[config.mk]
export PLATFORM = sky130hd
export DESIGN_NAME = obf_seq_flat
export DESIGN_NICKNAME = d
export VERILOG_FILES = /design/src/rtl/obf_seq_if.sv /design/src/rtl/obf_seq.sv /design/src/flat_wrapper.sv
export SDC_FILE = /design/constraint.sdc
export NUM_CORES = 1
export LEC_CHECK = 0
export ABC_AREA = 1
export BUFFER_PORTS_ARGS = -buffer_cell sky130_fd_sc_hd__buf_2
export CAP_MARGIN = 20
export CORE_MARGIN = 1
export CORE_UTILIZATION = 45
export CTS_BUF_LIST = sky130_fd_sc_hd__clkbuf_4 sky130_fd_sc_hd__clkbuf_8 sky130_fd_sc_hd__clkbuf_16
export DETAILED_ROUTE_END_ITERATION = 12
export GPL_ROUTABILITY_DRIVEN = 0
export PLACE_DENSITY = 0.85
export SYNTH_ARGS = -nofsm -noshare
export SYNTH_HDL_FRONTEND = slang
export SYNTH_SLANG_ARGS = --single-unit
[constraint.sdc]
create_clock -name clk -period 1.1 [get_ports clk]
set_input_delay 0.22 -clock clk [delete_from_list [all_inputs] [get_ports clk]]
set_output_delay 0.22 -clock clk [all_outputs]
set_load 0.1 [all_outputs]
[src/rtl/obf_seq_if.sv]
// IF/ID/LUT-side bundle of the obfuscation substep sequencer.
// Valid/ready: a fetched insn transfers when if_valid=1, id_freeze=0, flush=0
// and the sequencer is idle. A high if_stall means hold if_insn for another
// cycle. id_valid qualifies id_insn and both hold while id_freeze is high.
interface obf_seq_if #(
  parameter int IGU_WIDTH  = 7,
  parameter int SUB_WIDTH  = 3,
  parameter int TYPE_WIDTH = 2
);
  logic                           if_valid;
  logic [31:0]                    if_insn;
  logic [IGU_WIDTH-1:0]           igu_idx;
  logic                           if_stall;
  logic                           id_freeze;
  logic [31:0]                    id_insn;
  logic                           id_valid;
  logic [IGU_WIDTH+SUB_WIDTH-1:0] lut_addr;
  logic [TYPE_WIDTH+16:0]         lut_out;

  modport master (
    output if_valid, if_insn, igu_idx, id_freeze, lut_out,
    input  if_stall, id_insn, id_valid, lut_addr
  );

  modport slave (
    input  if_valid, if_insn, igu_idx, id_freeze, lut_out,
    output if_stall, id_insn, id_valid, lut_addr
  );
endinterface

[src/rtl/obf_seq.sv]
// Obfuscation substep sequencer: expands each fetched insn into one or more
// replacement insns by walking the external LUT one substep per cycle.
module obf_seq #(
  parameter int IGU_WIDTH  = 7,
  parameter int SUB_WIDTH  = 3,
  parameter int TYPE_WIDTH = 2
) (
  input  logic                 clk,
  input  logic                 rst,
  input  logic                 obf_en,
  input  logic                 flush,
  obf_seq_if.slave             bus,
  output logic                 o_dbg_run,
  output logic [SUB_WIDTH-1:0] o_dbg_sub
);

  typedef enum logic {ST_IDLE = 1'b0, ST_RUN = 1'b1} state_t;

  localparam logic [TYPE_WIDTH-1:0] T_A = TYPE_WIDTH'(1);
  localparam logic [TYPE_WIDTH-1:0] T_S = TYPE_WIDTH'(2);
  localparam logic [31:0]           L_NOP = 32'h1500_0000;

  state_t                r_state;
  logic [31:0]           r_insn;
  logic [IGU_WIDTH-1:0]  r_igu;
  logic [SUB_WIDTH-1:0]  r_sub;
  logic [31:0]           r_id_insn;
  logic                  r_id_valid;

  logic [TYPE_WIDTH+16:0] w_entry;
  logic [TYPE_WIDTH-1:0]  w_type;
  logic [15:0]            w_tmpl;
  logic                   w_last;
  logic [31:0]            w_src;
  logic [4:0]             w_rd;
  logic [4:0]             w_ra;
  logic [4:0]             w_rb;
  logic [31:0]            w_emit;
  logic                   w_end;
  logic                   w_done;
  logic                   w_accept;
  logic                   w_idle;

  assign w_idle  = (r_state == ST_IDLE);
  // Bypass forces a single pass-through substep that always ends the sequence.
  assign w_entry = obf_en ? bus.lut_out : {{TYPE_WIDTH{1'b0}}, 16'h0000, 1'b1};
  assign w_type  = w_entry[TYPE_WIDTH+16 -: TYPE_WIDTH];
  assign w_tmpl  = w_entry[16:1];
  assign w_last  = w_entry[0];

  assign w_src = w_idle ? bus.if_insn : r_insn;
  assign w_rd  = w_tmpl[7] ? 5'd0 : w_src[25:21];
  assign w_ra  = w_tmpl[6] ? 5'd0 : w_src[20:16];
  assign w_rb  = w_tmpl[5] ? 5'd0 : w_src[15:11];

  assign w_emit = (w_type == T_A)
                ? {6'h38, w_rd, w_ra, w_rb, 1'b0, w_tmpl[13:12], 4'b0000, w_tmpl[11:8]}
                : w_src;

  // Only A and S can continue; N and the reserved code always end.
  assign w_end    = w_last | ~((w_type == T_A) | (w_type == T_S));
  assign w_done   = w_end | (~w_idle & (r_sub == {SUB_WIDTH{1'b1}}));
  assign w_accept = w_idle & bus.if_valid & ~bus.id_freeze & ~flush;

  assign bus.if_stall = ~flush & (w_idle ? (w_accept & ~w_done)
                                         : (bus.id_freeze | ~w_done));
  assign bus.lut_addr = w_idle ? {bus.igu_idx, {SUB_WIDTH{1'b0}}} : {r_igu, r_sub};
  assign bus.id_insn  = r_id_insn;
  assign bus.id_valid = r_id_valid;

  assign o_dbg_run = (r_state == ST_RUN);
  assign o_dbg_sub = r_sub;

  always_ff @(posedge clk) begin
    if (rst) begin
      r_state    <= ST_IDLE;
      r_insn     <= 32'h0;
      r_igu      <= '0;
      r_sub      <= '0;
      r_id_insn  <= L_NOP;
      r_id_valid <= 1'b0;
    end else if (flush) begin
      r_state    <= ST_IDLE;
      r_sub      <= '0;
      r_id_valid <= 1'b0;
    end else if (!bus.id_freeze) begin
      case (r_state)
        ST_IDLE: begin
          if (bus.if_valid) begin
            r_insn     <= bus.if_insn;
            r_igu      <= bus.igu_idx;
            r_id_insn  <= w_emit;
            r_id_valid <= 1'b1;
            if (!w_done) begin
              r_state <= ST_RUN;
              r_sub   <= SUB_WIDTH'(1);
            end
          end else begin
            r_id_valid <= 1'b0;
          end
        end
        ST_RUN: begin
          r_id_insn  <= w_emit;
          r_id_valid <= 1'b1;
          if (w_done) begin
            r_state <= ST_IDLE;
            r_sub   <= '0;
          end else begin
            r_sub <= r_sub + SUB_WIDTH'(1);
          end
        end
        default: begin
          r_state <= ST_IDLE;
          r_sub   <= '0;
        end
      endcase
    end
  end

endmodule

[src/flat_wrapper.sv]
// flat-port wrapper written by rule: the top's interface ports become plain ports
module obf_seq_flat 
#(
  parameter int IGU_WIDTH  = 7,
  parameter int SUB_WIDTH  = 3,
  parameter int TYPE_WIDTH = 2
)
  (clk, rst, obf_en, flush, o_dbg_run, o_dbg_sub, bus_if_valid, bus_if_insn, bus_igu_idx, bus_id_freeze, bus_lut_out, bus_if_stall, bus_id_insn, bus_id_valid, bus_lut_addr);
  obf_seq_if #(.IGU_WIDTH(IGU_WIDTH), .SUB_WIDTH(SUB_WIDTH), .TYPE_WIDTH(TYPE_WIDTH)) bus_i ();
  input  logic clk;
  input  logic rst;
  input  logic obf_en;
  input  logic flush;
  output logic o_dbg_run;
  output logic [SUB_WIDTH-1:0] o_dbg_sub;
  input wire logic [$bits(bus_i.if_valid)-1:0] bus_if_valid;
  input wire logic [$bits(bus_i.if_insn)-1:0] bus_if_insn;
  input wire logic [$bits(bus_i.igu_idx)-1:0] bus_igu_idx;
  input wire logic [$bits(bus_i.id_freeze)-1:0] bus_id_freeze;
  input wire logic [$bits(bus_i.lut_out)-1:0] bus_lut_out;
  output wire logic [$bits(bus_i.if_stall)-1:0] bus_if_stall;
  output wire logic [$bits(bus_i.id_insn)-1:0] bus_id_insn;
  output wire logic [$bits(bus_i.id_valid)-1:0] bus_id_valid;
  output wire logic [$bits(bus_i.lut_addr)-1:0] bus_lut_addr;
  assign bus_i.if_valid = bus_if_valid;
  assign bus_i.if_insn = bus_if_insn;
  assign bus_i.igu_idx = bus_igu_idx;
  assign bus_i.id_freeze = bus_id_freeze;
  assign bus_i.lut_out = bus_lut_out;
  assign bus_if_stall = bus_i.if_stall;
  assign bus_id_insn = bus_i.id_insn;
  assign bus_id_valid = bus_i.id_valid;
  assign bus_lut_addr = bus_i.lut_addr;
  obf_seq #(.IGU_WIDTH(IGU_WIDTH), .SUB_WIDTH(SUB_WIDTH), .TYPE_WIDTH(TYPE_WIDTH)) u_core (.clk(clk), .rst(rst), .obf_en(obf_en), .flush(flush), .bus(bus_i), .o_dbg_run(o_dbg_run), .o_dbg_sub(o_dbg_sub));
endmodule
==> metrics.txt, run 1 <==
Initial Util 46.27%; stop err [ERROR GRT-0232] Routing congestion too high. Check the congestion heatmap in the GUI.; sequential share of the synthesized area 45.58%; input/output buffers 104; dpl cell area 5121 um^2; H-tree Lvls 3; hold-fix buffers at CTS 0; Yosys Warn Count 0; Std-Cell Rows 31; clk root buf clkbuf_8; Post-Syn Area 3338 um^2; Die Span X roughly 88 um; Syn Nets 531; #FFs+latches synth 76; DIE HEIGHT a little under 90 um; CTS Sinks 76; stage where the run ended 5_1_grt; TritonCTS buffer count 9; GRT repair_timing worst endpoint bus_if_stall; Distinct cells, synth 22; largest net degree at the start of global routing 39; Mapped Cells 464; initial antenna violation count 1; WEP type top-level output; # IOs approximately 110; status stopped before the end; gr usage total a little under 70%; gr ovfl total 3; CTS max path bufs 2; Avg Inst Size Synth 7.194 um^2; DP Wirelength 6.977 mm
-- cell usage after synthesis --
cell | count | share of area, %
o21ai_0 | 48 | 7.2
o21a_1 | 4 | 0.90
o2111ai_1 | 1 | 0.26
a21oi_1 | 50 | 7.5
dfxtp_1 | 76 | 46
o21ai_1 | 1 | 0.15
a211oi_1 | 22 | 4.9
inv_1 | 52 | 5.8
clkbuf_1 | 10 | 1.1
nand2_1 | 115 | 13
nand4_4 | 1 | 0.64
inv_2 | 1 | 0.11
o211ai_1 | 8 | 1.8
ha_1 | 3 | 1.1
nand3_1 | 17 | 2.5
buf_1 | 1 | 0.11
nor2_1 | 32 | 3.6
clkinv_1 | 1 | 0.11
buf_4 | 4 | 0.90
buf_2 | 15 | 2.2
nor2_2 | 1 | 0.19
nand4_1 | 1 | 0.19
-- logic make-up after synthesis --
logic type / Yosys count / synth area share [%]
flops: 76 / 45.58
fa+ha+maj: 3 / 1.125
simple gates: 167 / 20.09
buf+inv: 84 / 10.46
compound gates: 134 / 22.75
-- layer usage --
| metal | GRT usage [%] | GRT overflow |
|---|---|---|
| met3 | 48.07 | 0 |
| met4 | 64.66 | 3 |
| met1 | 70.17 | 0 |
| met2 | 87.95 | 0 |
| met5 | 8.442 | 0 |
-- through the flow --
step	util, %	setup WS (ns)	hold WS, ns	cells
floorplan	-	-0.6736	0.3529	464
detailed placement	70.99	-0.4565	0.4484	672
CTS	78.82	-0.7348	0.1530	701
global placement	70.99	-0.4210	0.4367	672
-- what timing repair did --
item                                    in CTS
endpoints found under the setup margin     109
resized for setup                           62
endpoints found under the hold margin        0
pin swaps                                   11
buffers inserted                            11
cloned                                       3
==> run 2, diff against run 1 <==
--- a/config.mk
+++ b/config.mk
@@ -9,11 +9,10 @@
 export BUFFER_PORTS_ARGS = -buffer_cell sky130_fd_sc_hd__buf_2
 export CAP_MARGIN = 20
 export CORE_MARGIN = 1
-export CORE_UTILIZATION = 45
-export CTS_BUF_LIST = sky130_fd_sc_hd__clkbuf_4 sky130_fd_sc_hd__clkbuf_8 sky130_fd_sc_hd__clkbuf_16
+export CORE_UTILIZATION = 30
 export DETAILED_ROUTE_END_ITERATION = 12
 export GPL_ROUTABILITY_DRIVEN = 0
-export PLACE_DENSITY = 0.85
+export PLACE_DENSITY_LB_ADDON = 0.15
 export SYNTH_ARGS = -nofsm -noshare
 export SYNTH_HDL_FRONTEND = slang
 export SYNTH_SLANG_ARGS = --single-unit
==> constraint.sdc (replaced) <==
create_clock -name clk -period 1.4 [get_ports clk]
set_input_delay 0.28 -clock clk [delete_from_list [all_inputs] [get_ports clk]]
set_output_delay 0.28 -clock clk [all_outputs]
set_load 0.1 [all_outputs]
==> run 2 against run 1 <==
Against the previous run: the flow now finishes, with violations (setup timing); synthesized area is the same; synthesized cell count did not move.
==> metrics.txt, run 2 <==
DIE HEIGHT 107.5 um (+22%); HP Class in2reg; CTS Sinks 76 (unchanged); Final Max Tran Viols 0; top post-synthesis cells by count nand2_1, dfxtp_1, inv_1, a21oi_1, o21ai_0; LEAKAGE 0.002053 uW; worst hold path depth 2; CTS tree yes; clk root buf clkbuf_8; antenna cells 0; max_slew headroom 70.51%; first-pass GRT wire length 15.10 mm; sequential share of the synthesized area 45.58% (unchanged); Die ar. 11550 um^2; post-route setup slack -0.4570 ns; gr usage total 16.69%; drt total wl between 9 and 10 mm; number of global-route vias before repair 3143; Least-Margin Pin Slew 0.4418 ns; Post-Syn Area 3338 um^2 (unchanged); Final #Nets 646; share of layout cells above drive strength 1 31.16%; H-tree Lvls 3 (unchanged); Mapped Cells 464 (unchanged); commonest non-fill, non-tap cell in the layout nand2_1; worst-path fanout max 2; CTS max path bufs 2 (unchanged); Worst setup SP type register; highest-count cells in the layout ignoring fill and taps nand2_1, dfxtp_1, buf_2, buf_4, inv_1; via/cell ratio 4.664; initial antenna violation count 0; detailed-router iteration count before antenna repair 5; #FFs+latches synth 76 (unchanged); worst skew pair latency 0.34 ns; most used flip-flop cell after synthesis dfxtp_1; Finished Core Util ~45%; final setup fails 12; largest net degree at the start of global routing 43; Initial Util 30.79% (-15 points); ranking of synthesized cells by area dfxtp_1, nand2_1, a21oi_1, o21ai_0, inv_1; Worst VDD drop 444.4 uV; input/output buffers 104 (unchanged); failing checks setup timing; power per cell area a little over 1000 nW/um^2; Die Span X 107.5 um (+22%); number of nets still failing antenna checks after routing 0; Std-Cell Rows 38 (+23%); Yosys Warn Count 0 (unchanged); DP Wirelength 6.534 mm (-6.3%); Distinct cells, synth 22 (unchanged); TritonCTS buffer count 9 (unchanged); maxcap violations 0; via count 3377; most frequent cell after synthesis nand2_1; final hold viol count 0; clock transition at the registers of the reported paths 0.08 ns; critical path class reg2out; DRC Markers 0; gr ovfl total 0; final setup TNS -2.094 ns; WL/cell 12.85 um; crit share post-route 132.6%; Initial DRC Count 162; Post-synth EDFFs 0 (unchanged); status complete, but fails checks; Core Region 10840 um^2; Area Growth Syn to Fin 47.41%; top-area cell type share of the netlist area 45.58% (unchanged); Syn Nets 531 (unchanged); crit path DAT 1.58 ns; data required time of the critical path 1.12 ns; Worst setup EP type output pin; Yosys top cell by area dfxtp_1; minimum clock period 1.857 ns; Max Freq 538.5 MHz; hold-fix buffers at CTS 0 (unchanged); Avg Inst Size Synth 7.194 um^2 (unchanged); RSZ-0062 raised after global routing yes; r2r worst-path depth 7; Final Skew 0.007843 ns; share of synthesized flip-flops with an asynchronous set or reset 0% (unchanged); # IOs 112 (unchanged)
run 2: where the power goes:
part           switching [uW]  leakage [uW]  total [uW]  internal [uW]
clock                     846      0.000101        1780            933
combinational             642       0.00133         933            290
sequential               34.5      0.000623        2280           2240
total                    1520       0.00205        4990           3470
run 2: metal layers:
metal,GRT usage [%],vias up,wire length [um]
li1,-,1744,-
met1,21.08,1543,4222
met2,28.11,81,4509
met3,3.874,9,483
met4,4.892,0,89
met5,0,-,0
run 2: what timing repair did:
action / in CTS / in global routing
gates resized for setup: 50 / 17
setup buffers: 11 / 1
gates cloned: 1 / 0
pin swaps: 6 / 5
setup endpoints to repair: 42 / 51
run 2: stage by stage:
| stage | std cells | area (um^2) | power, uW | setup slack, ns | hold WS [ns] |
|---|---|---|---|---|---|
| finish | 724 | 4921 | 4990 | -0.4570 | 0.1591 |
| global route | 724 | 4921 | 5219 | -0.5720 | 0.1568 |
| CTS | 729 | 4906 | 5074 | -0.5024 | 0.1442 |
| detailed placement | 701 | 4437 | 3224 | -0.2590 | 0.4436 |
| global placement | 701 | 4437 | 3213 | -0.2478 | 0.4389 |
| floorplan | 464 | 3492 | 2950 | -0.4336 | 0.4205 |
run 2: worst paths after layout:
kind                                    start                                  end  slack, ns
max          u_core.o_dbg_sub[1]$_SDFFE_PP0P_                         bus_if_stall      -0.46
min                                       rst       u_core.r_insn[31]$_SDFFE_PP0P_       0.16
min reg2reg     u_core.r_insn[2]$_SDFFE_PP0P_        u_core.r_insn[2]$_SDFFE_PP0P_       0.46
max reg2reg     u_core.o_dbg_run$_SDFFE_PP0N_  u_core.bus.id_insn[20]$_SDFFE_PP0P_       0.01
run 2: critical path, stage by stage, from the launching register on:
cell and delay (ns):
dfxtp_4 0.36, ha_4 0.16, ha_4 0.15, nand2_2 0.05, nand4_1 0.10, nand2_1 0.09
nand2_2 0.07, clkinvlp_4 0.09, buf_12 0.16
run 2: area by class of cell:
cell class                      count  area [um^2]
Sequential cell                    76         1536
Timing Repair Buffer              134         1140
Clock buffer                       11        152.6
Fill cell                        1136         5919
Multi-Input combinational cell    304         1638
Tap cell                          140        175.2
Inverter                           54        220.2
Clock inverter                      5        58.81
run 2: kinds of logic (layout without fill, tap and decap cells):
family                     Yosys count  count (layout)  share of synthesized area (%)
adders and majority gates            3               3                          1.125
and+or+nand+nor                    167             167                          20.09
buffers and inverters               84             204                          10.46
DFF                                 76              76                          45.58
AOI/OAI and AO/OA                  134             134                          22.75
No activity file was read; power rests on OpenSTA's default activity.
==> run 3, diff against run 2 <==
--- a/config.mk
+++ b/config.mk
@@ -5,13 +5,13 @@
 export SDC_FILE = /design/constraint.sdc
 export NUM_CORES = 1
 export LEC_CHECK = 0
-export ABC_AREA = 1
 export BUFFER_PORTS_ARGS = -buffer_cell sky130_fd_sc_hd__buf_2
 export CAP_MARGIN = 20
 export CORE_MARGIN = 1
 export CORE_UTILIZATION = 30
 export DETAILED_ROUTE_END_ITERATION = 12
 export GPL_ROUTABILITY_DRIVEN = 0
+export MAX_ROUTING_LAYER = met4
 export PLACE_DENSITY_LB_ADDON = 0.15
 export SYNTH_ARGS = -nofsm -noshare
 export SYNTH_HDL_FRONTEND = slang
==> run 3 against run 2 <==
Against the previous run: the run still ends with setup timing left; cell count is 9.0% lower; non-clock buffer count is 14 higher; synthesized area is 0.94% lower; utilization is 4.6 points higher; clock power is 17% lower; combinational power is 11% higher; register-to-register slack worse by 0.18 ns; largest power group unchanged.
==> metrics.txt, run 3 <==
final setup fails 31 (+19); H-tree Lvls 3 (unchanged); #FFs+latches synth 76 (unchanged); Syn Nets 451 (-15%); # IOs 112 (unchanged); share of layout cells above drive strength 1 45.40% (+14 points); via/cell ratio 4.895 (+5.0%); detailed-router iteration count before antenna repair 4 (-1); worst-path fanout max 4 (+2); initial antenna violation count 1 (+1); power per cell area 909.3 nW/um^2 (-10%); WL met3 566 um (+17%); share of synthesized flip-flops with an asynchronous set or reset 0% (unchanged); Final Skew 0.006653 ns (-0.001190 ns); WL/cell 16.13 um (+25%); dpl cell area 4538 um^2 (+2.3%); worst skew pair latency 0.35 ns (about the same); final hold viol count 0 (unchanged); DRT met1 WL 4.796 mm (+14%); gr ovfl total 0 (unchanged); Yosys Warn Count 0 (unchanged); minimum clock period 1.958 ns (+0.1012 ns); clk root buf clkbuf_8; Top Family by Delay on Critical Path simple AND/OR/NAND/NOR gates; slowest CP cell or3b_4; crit share post-route 139.9% (+7.2 points); DRC Markers 0 (unchanged); failing checks setup timing; via count 3226 (-4.5%); Post-Syn Area 3307 um^2 (-0.94%); DIE HEIGHT 107.0 um (-0.46%); most used flip-flop cell after synthesis dfxtp_1; Distinct cells, synth 35 (+59%); # fillers 996 (-12%); first-pass GRT wire length 15.77 mm (+4.4%); LEAKAGE 0.002098 uW (+2.2%); final setup TNS -5.892 ns (-3.798 ns); Core Region 10510 um^2 (-3.1%); Post-Layout Inst Area 5256 um^2 (+6.8%); highest-count cells in the layout ignoring fill and taps nand2_1, dfxtp_1, buf_2, buf_4, a21oi_1; DP Wirelength 6.533 mm (about the same); critical path class in2out; post-route setup slack -0.5582 ns (-0.1012 ns); status complete, but fails checks; most frequent cell after synthesis nand2_1; Std-Cell Rows 37 (-2.6%); RSZ-0062 raised after global routing yes; Die ar. 11450 um^2 (-0.92%); Avg Inst Size Synth 8.612 um^2 (+20%); Worst setup SP type primary input; clock transition at the registers of the reported paths 0.08 ns (about the same); drt total wl 10.63 mm (+14%); maxcap violations 0 (unchanged); CTS tree yes; Mapped Cells 384 (-17%); sequential share of the synthesized area 46.01% (+0.43 points); number of global-route vias before repair 3093 (-1.6%); WP buf/inv 2 (unchanged); multi-input combinational cell area 1997 um^2 (+22%); Register Area 1534 um^2 (-0.16%); Worst VDD drop 589.1 uV (+33%); CTS max path bufs 2 (unchanged); Max Freq 510.7 MHz (-5.2%); Area Growth Syn to Fin 58.95%; number of nets still failing antenna checks after routing 0 (unchanged); input/output buffers 104 (unchanged); CTS Sinks 76 (unchanged); data required time of the critical path 1.12 ns (about the same); top-area cell type share of the netlist area 46.01% (+0.43 points); Least-Margin Pin Slew 0.5280 ns (+0.08617 ns); met2 wire length 5.097 mm (+13%); crit path DAT 1.68 ns (+0.10 ns); Initial DRC Count 102 (-37%); HP Class in2reg; Die Span X 107.0 um (-0.46%); largest net degree at the start of global routing 66 (+53%); Max Used Layer met4; Worst setup EP type output pin; Final Max Tran Viols 0 (unchanged); Initial Util 31.47% (+0.67 points); TritonCTS buffer count 9 (unchanged); CP cell instances buf_2 -> and2_4 -> ha_4 -> or3b_4 -> nor3_4 -> a211oi_4 -> nor2_4 -> buf_12; max_slew headroom 64.67% (-5.8 points); Yosys top cell by area dfxtp_1; Final #Nets 584 (-9.6%); slowest cell delay on critical path 0.41 ns (+0.05 ns); ranking of synthesized cells by area dfxtp_1, nand2_1, mux2_2, a21oi_1, a22oi_1; top post-synthesis cells by count nand2_1, dfxtp_1, a21oi_1, mux2_2, nor2_1; commonest non-fill, non-tap cell in the layout nand2_1; gr usage total 18.53% (+1.8 points); Post-synth EDFFs 0 (unchanged)
-- run 3: cell count changes after synthesis, moves of 9 or more --
cell | before | now
a211oi_1 | 22 | 1
a22oi_1 | 0 | 14
inv_1 | 52 | 2
mux2_2 | 0 | 27
mux2i_1 | 0 | 9
nand2_1 | 115 | 97
nand3_1 | 17 | 0
o21ai_0 | 48 | 0
-- run 3: through the flow --
stage	total power [uW]	utilization, %	hold WS (ns)	cells	setup WS (ns)
after detailed placement	3258	43.18	0.4412	623	-0.6331
final	4779	50.02	0.1691	659	-0.5582
after floorplan	2975	-	0.4160	384	-0.8019
after global routing	5016	50.02	0.1548	659	-0.6278
after global placement	3245	43.18	0.4369	623	-0.5933
after CTS	4793	46.89	0.1436	647	-0.5634
-- run 3: repair_timing --
action                     4_1_cts  5_1_grt
pin swaps                        6       31
gates resized for setup         50       44
hold buffers                     0        0
setup buffers                    6        9
setup endpoints to repair       98       83
cloned                           2        4
-- run 3: cell type report --
type | instances | share of cell area (%)
multi-input combinational | 280 | 37.99
sequential | 76 | 29.18
inverter | 2 | 0.1428
antenna | 1 | 0.04761
clock buffer | 14 | 2.904
tap | 136 | 3.237
clock inverter | 2 | 0.1904
timing repair buffer | 148 | 26.30
-- run 3: final timing paths --
| path | cells past startpoint | startpoint | slack [ns] | to |
|---|---|---|---|---|
| max | 8 | obf_en | -0.56 | bus_if_stall |
| min | 3 | bus_if_insn[0] | 0.17 | u_core.r_insn[0]$_SDFFE_PP0P_ |
| min reg2reg | 2 | u_core.r_insn[13]$_SDFFE_PP0P_ | 0.45 | u_core.r_insn[13]$_SDFFE_PP0P_ |
| max reg2reg | 7 | u_core.o_dbg_run$_SDFFE_PP0N_ | -0.17 | u_core.bus.id_insn[3]$_SDFFE_PP0P_ |
-- run 3: layer usage --
layer / vias to the layer above / global-route usage (%)
met5: - / -
met4: 0 / 5.675
met3: 14 / 5.167
met2: 90 / 30.18
met1: 1527 / 22.23
li1: 1595 / -
-- run 3: tightest hold or removal path, cell delays in order --
cell and delay, ns:
buf_2 0.10, nand2_1 0.05, a21oi_1 0.05
-- run 3: where the power goes --
group	internal [uW]	switching (uW)	total (uW)
sequential	2230	43.4	2270
clock	690	781	1470
combinational	373	663	1040
-- run 3: logic make-up (layout without fill, tap and decap cells) --
logic type	Yosys count	in the layout	share of synthesized area (%)
buffers and inverters	32	166	4.843
AOI/OAI and AO/OA	90	90	17.75
other	0	1	0
muxes	36	36	11.92
and+or+nand+nor	147	151	18.35
DFF	76	76	46.01
adders and majority gates	3	3	1.135
==> run 4, diff against run 3 <==
--- a/config.mk
+++ b/config.mk
@@ -5,6 +5,7 @@
 export SDC_FILE = /design/constraint.sdc
 export NUM_CORES = 1
 export LEC_CHECK = 0
+export ABC_AREA = 1
 export BUFFER_PORTS_ARGS = -buffer_cell sky130_fd_sc_hd__buf_2
 export CAP_MARGIN = 20
 export CORE_MARGIN = 1
==> run 4 against run 3 <==
Against the previous run: the flow still finishes with violations (setup timing); register-to-register slack gained 0.18 ns; setup slack gained 0.10 ns; non-clock buffer count shrank 14; flip-flop and latch count is the same; combinational power shrank 10%; die area grew 0.93%; cell area shrank 6.4%; cell count grew 9.9%; critical path type is now reg2out; critical endpoint unchanged; highest routed layer unchanged.
==> metrics.txt, run 4 (synthesis results as in run 2) <==
gr ovfl total 0 (unchanged); antenna cells 0 (-1); clock power share 35.7% (+4.9 points); Non-Filler Instances 724 (+9.9%); Die ar. 11550 um^2 (+0.93%); switching power 1523 uW (+2.4%); failing checks setup timing; Worst R2R Start u_core.o_dbg_run$_SDFFE_PP0N_; gr usage total 17.15% (-1.4 points); Final #Nets 646 (+11%); detailed-router iteration count before antenna repair 6 (+2); initial antenna violation count 0 (-1); DIE HEIGHT 107.5 um (+0.46%); final hold viol count 0 (unchanged); Worst VDD drop 444.5 uV (-25%); commonest non-fill, non-tap cell in the layout nand2_1; worst skew pair latency 0.34 ns (about the same); RSZ-0062 raised after global routing yes; Sw Share 30.52% (-0.60 points); DRC Markers 0 (unchanged); largest net degree at the start of global routing 43 (-35%); clock transition at the registers of the reported paths 0.08 ns (about the same); Std-Cell Rows 38 (+2.7%); Worst setup SP type register; hold_sp rst; crit share post-route 132.7% (-7.2 points); Least-Margin Pin Slew 0.4400 ns (-0.08798 ns); crit path DAT 1.58 ns (-0.10 ns); Logic pwr share 18.7% (-3.0 points); LEAKAGE 0.002053 uW (-2.1%); CTS tree yes; maxcap violations 0 (unchanged); drt total wl 9.323 mm (-12%); Min Hold Slack 0.1597 ns (-0.009389 ns); power per cell area 1014 nW/um^2 (+12%); # fillers 1136 (+14%); Final Skew 0.007979 ns (+0.001326 ns); DP Cell Count 701 (+13%); post-route setup slack -0.4579 ns (+0.1003 ns); Max Freq 538.2 MHz (+5.4%); number of nets still failing antenna checks after routing 0 (unchanged); dpl cell area 4437 um^2 (-2.2%); DP Wirelength 6.534 mm (about the same); CTS Sinks 76 (unchanged); Worst setup EP type output pin; input/output buffers 104 (unchanged); data required time of the critical path 1.12 ns (about the same); highest-count cells in the layout ignoring fill and taps nand2_1, dfxtp_1, buf_2, buf_4, inv_1; total power 4990 uW (+4.4%); TritonCTS buffer count 9 (unchanged); share of layout cells above drive strength 1 31.16% (-14 points); clk root buf clkbuf_8; first-pass GRT wire length 15.10 mm (-4.2%); number of global-route vias before repair 3143 (+1.6%); HP Class in2reg; minimum clock period 1.858 ns (-0.1003 ns); Initial Util 30.79% (-0.67 points); Finished Core Util 45.39% (-4.6 points); worst-path fanout max 2 (-2); max_slew headroom 70.63% (+6.0 points); via/cell ratio 4.660 (-4.8%); H-tree Lvls 3 (unchanged); CTS max path bufs 2 (unchanged); Reg power frac 45.6% (-1.9 points); status complete, but fails checks; via count 3374 (+4.6%); Initial DRC Count 157 (+54%); # IOs 112 (unchanged); Post-Layout Inst Area 4921 um^2 (-6.4%); crit path from u_core.o_dbg_sub[1]$_SDFFE_PP0P_; final setup fails 12 (-61%); Final Max Tran Viols 0 (unchanged); Die Span X 107.5 um (+0.46%); total internal power 3467 uW (+5.3%); critical path class reg2out; WL/cell 12.88 um (-20%); Area Growth Syn to Fin 47.41%; Core Region 10840 um^2 (+3.2%)
==> run 4: cell count changes in the layout (fill, tap and decap cells not counted), sizes merged, moves of 5 or more <==
cell	change
a22oi	-14
inv	+47
o21ai	+49
nor2	+5
or2	-8
mux2	-27
nand3	+17
nand2	+18
clkinvlp	+6
nor3	-5
mux2i	-9
a211oi	+21
buf	-14
o2bb2ai	-6
==> run 4: timing repair <==
item                       in CTS  in global routing
setup buffers                  11                  1
setup endpoints to repair      42                 51
gates cloned                    1                  0
pin swaps                       6                  5
hold buffers                    0                  0
gates resized for setup        50                 17
==> run 4: critical path: stages, from the launching register on <==
cell and delay (ns):
dfxtp_4 0.36, ha_4 0.16, ha_4 0.15, nand2_2 0.05, nand4_1 0.10, nand2_1 0.09
nand2_2 0.07, clkinvlp_4 0.09, buf_12 0.16
==> run 4: stage by stage <==
| stage | setup WS (ns) | setup TNS [ns] |
|---|---|---|
| after floorplan | -0.4336 | -4.173 |
| after global placement | -0.2478 | -2.662 |
| after detailed placement | -0.2590 | -3.185 |
| after CTS | -0.5024 | -3.278 |
| after global routing | -0.5720 | -3.652 |
| final | -0.4579 | -2.092 |
==> run 4: final timing paths <==
kind / endpoint / slack, ns / cells past startpoint
worst min-delay path: u_core.r_insn[31]$_SDFFE_PP0P_ / 0.16 / 2
worst max-delay path: bus_if_stall / -0.46 / 8
worst min register to register: u_core.r_insn[2]$_SDFFE_PP0P_ / 0.46 / 2
worst max register to register: u_core.bus.id_insn[20]$_SDFFE_PP0P_ / 0.01 / 7
==> run 4: layer usage <==
| metal | routed length (um) | up-vias | global-route usage [%] |
|---|---|---|---|
| li1 | - | 1744 | - |
| met1 | 4256 | 1537 | 21.20 |
| met2 | 4528 | 84 | 28.07 |
| met3 | 450 | 9 | 3.753 |
| met4 | 87 | 0 | 4.892 |
| met5 | 0 | - | - |
==> run 4: final cells by class <==
type	count	area [um^2]	area share, %
clock buffer	11	152.6	3.102
multi-input combinational	304	1638	33.28
tap	140	175.2	3.560
clock inverter	5	58.81	1.195
sequential	76	1536	31.22
timing repair buffer	134	1140	23.16
inverter	54	220.2	4.475
==> run 4: power groups by stage <==
stage	combinational (uW)	clock, uW	sequential (uW)
after floorplan	378	0	2570
after global placement	889	0	2320
after detailed placement	897	0	2330
after CTS	933	1860	2280
after global routing	1000	1930	2290
final	933	1780	2280
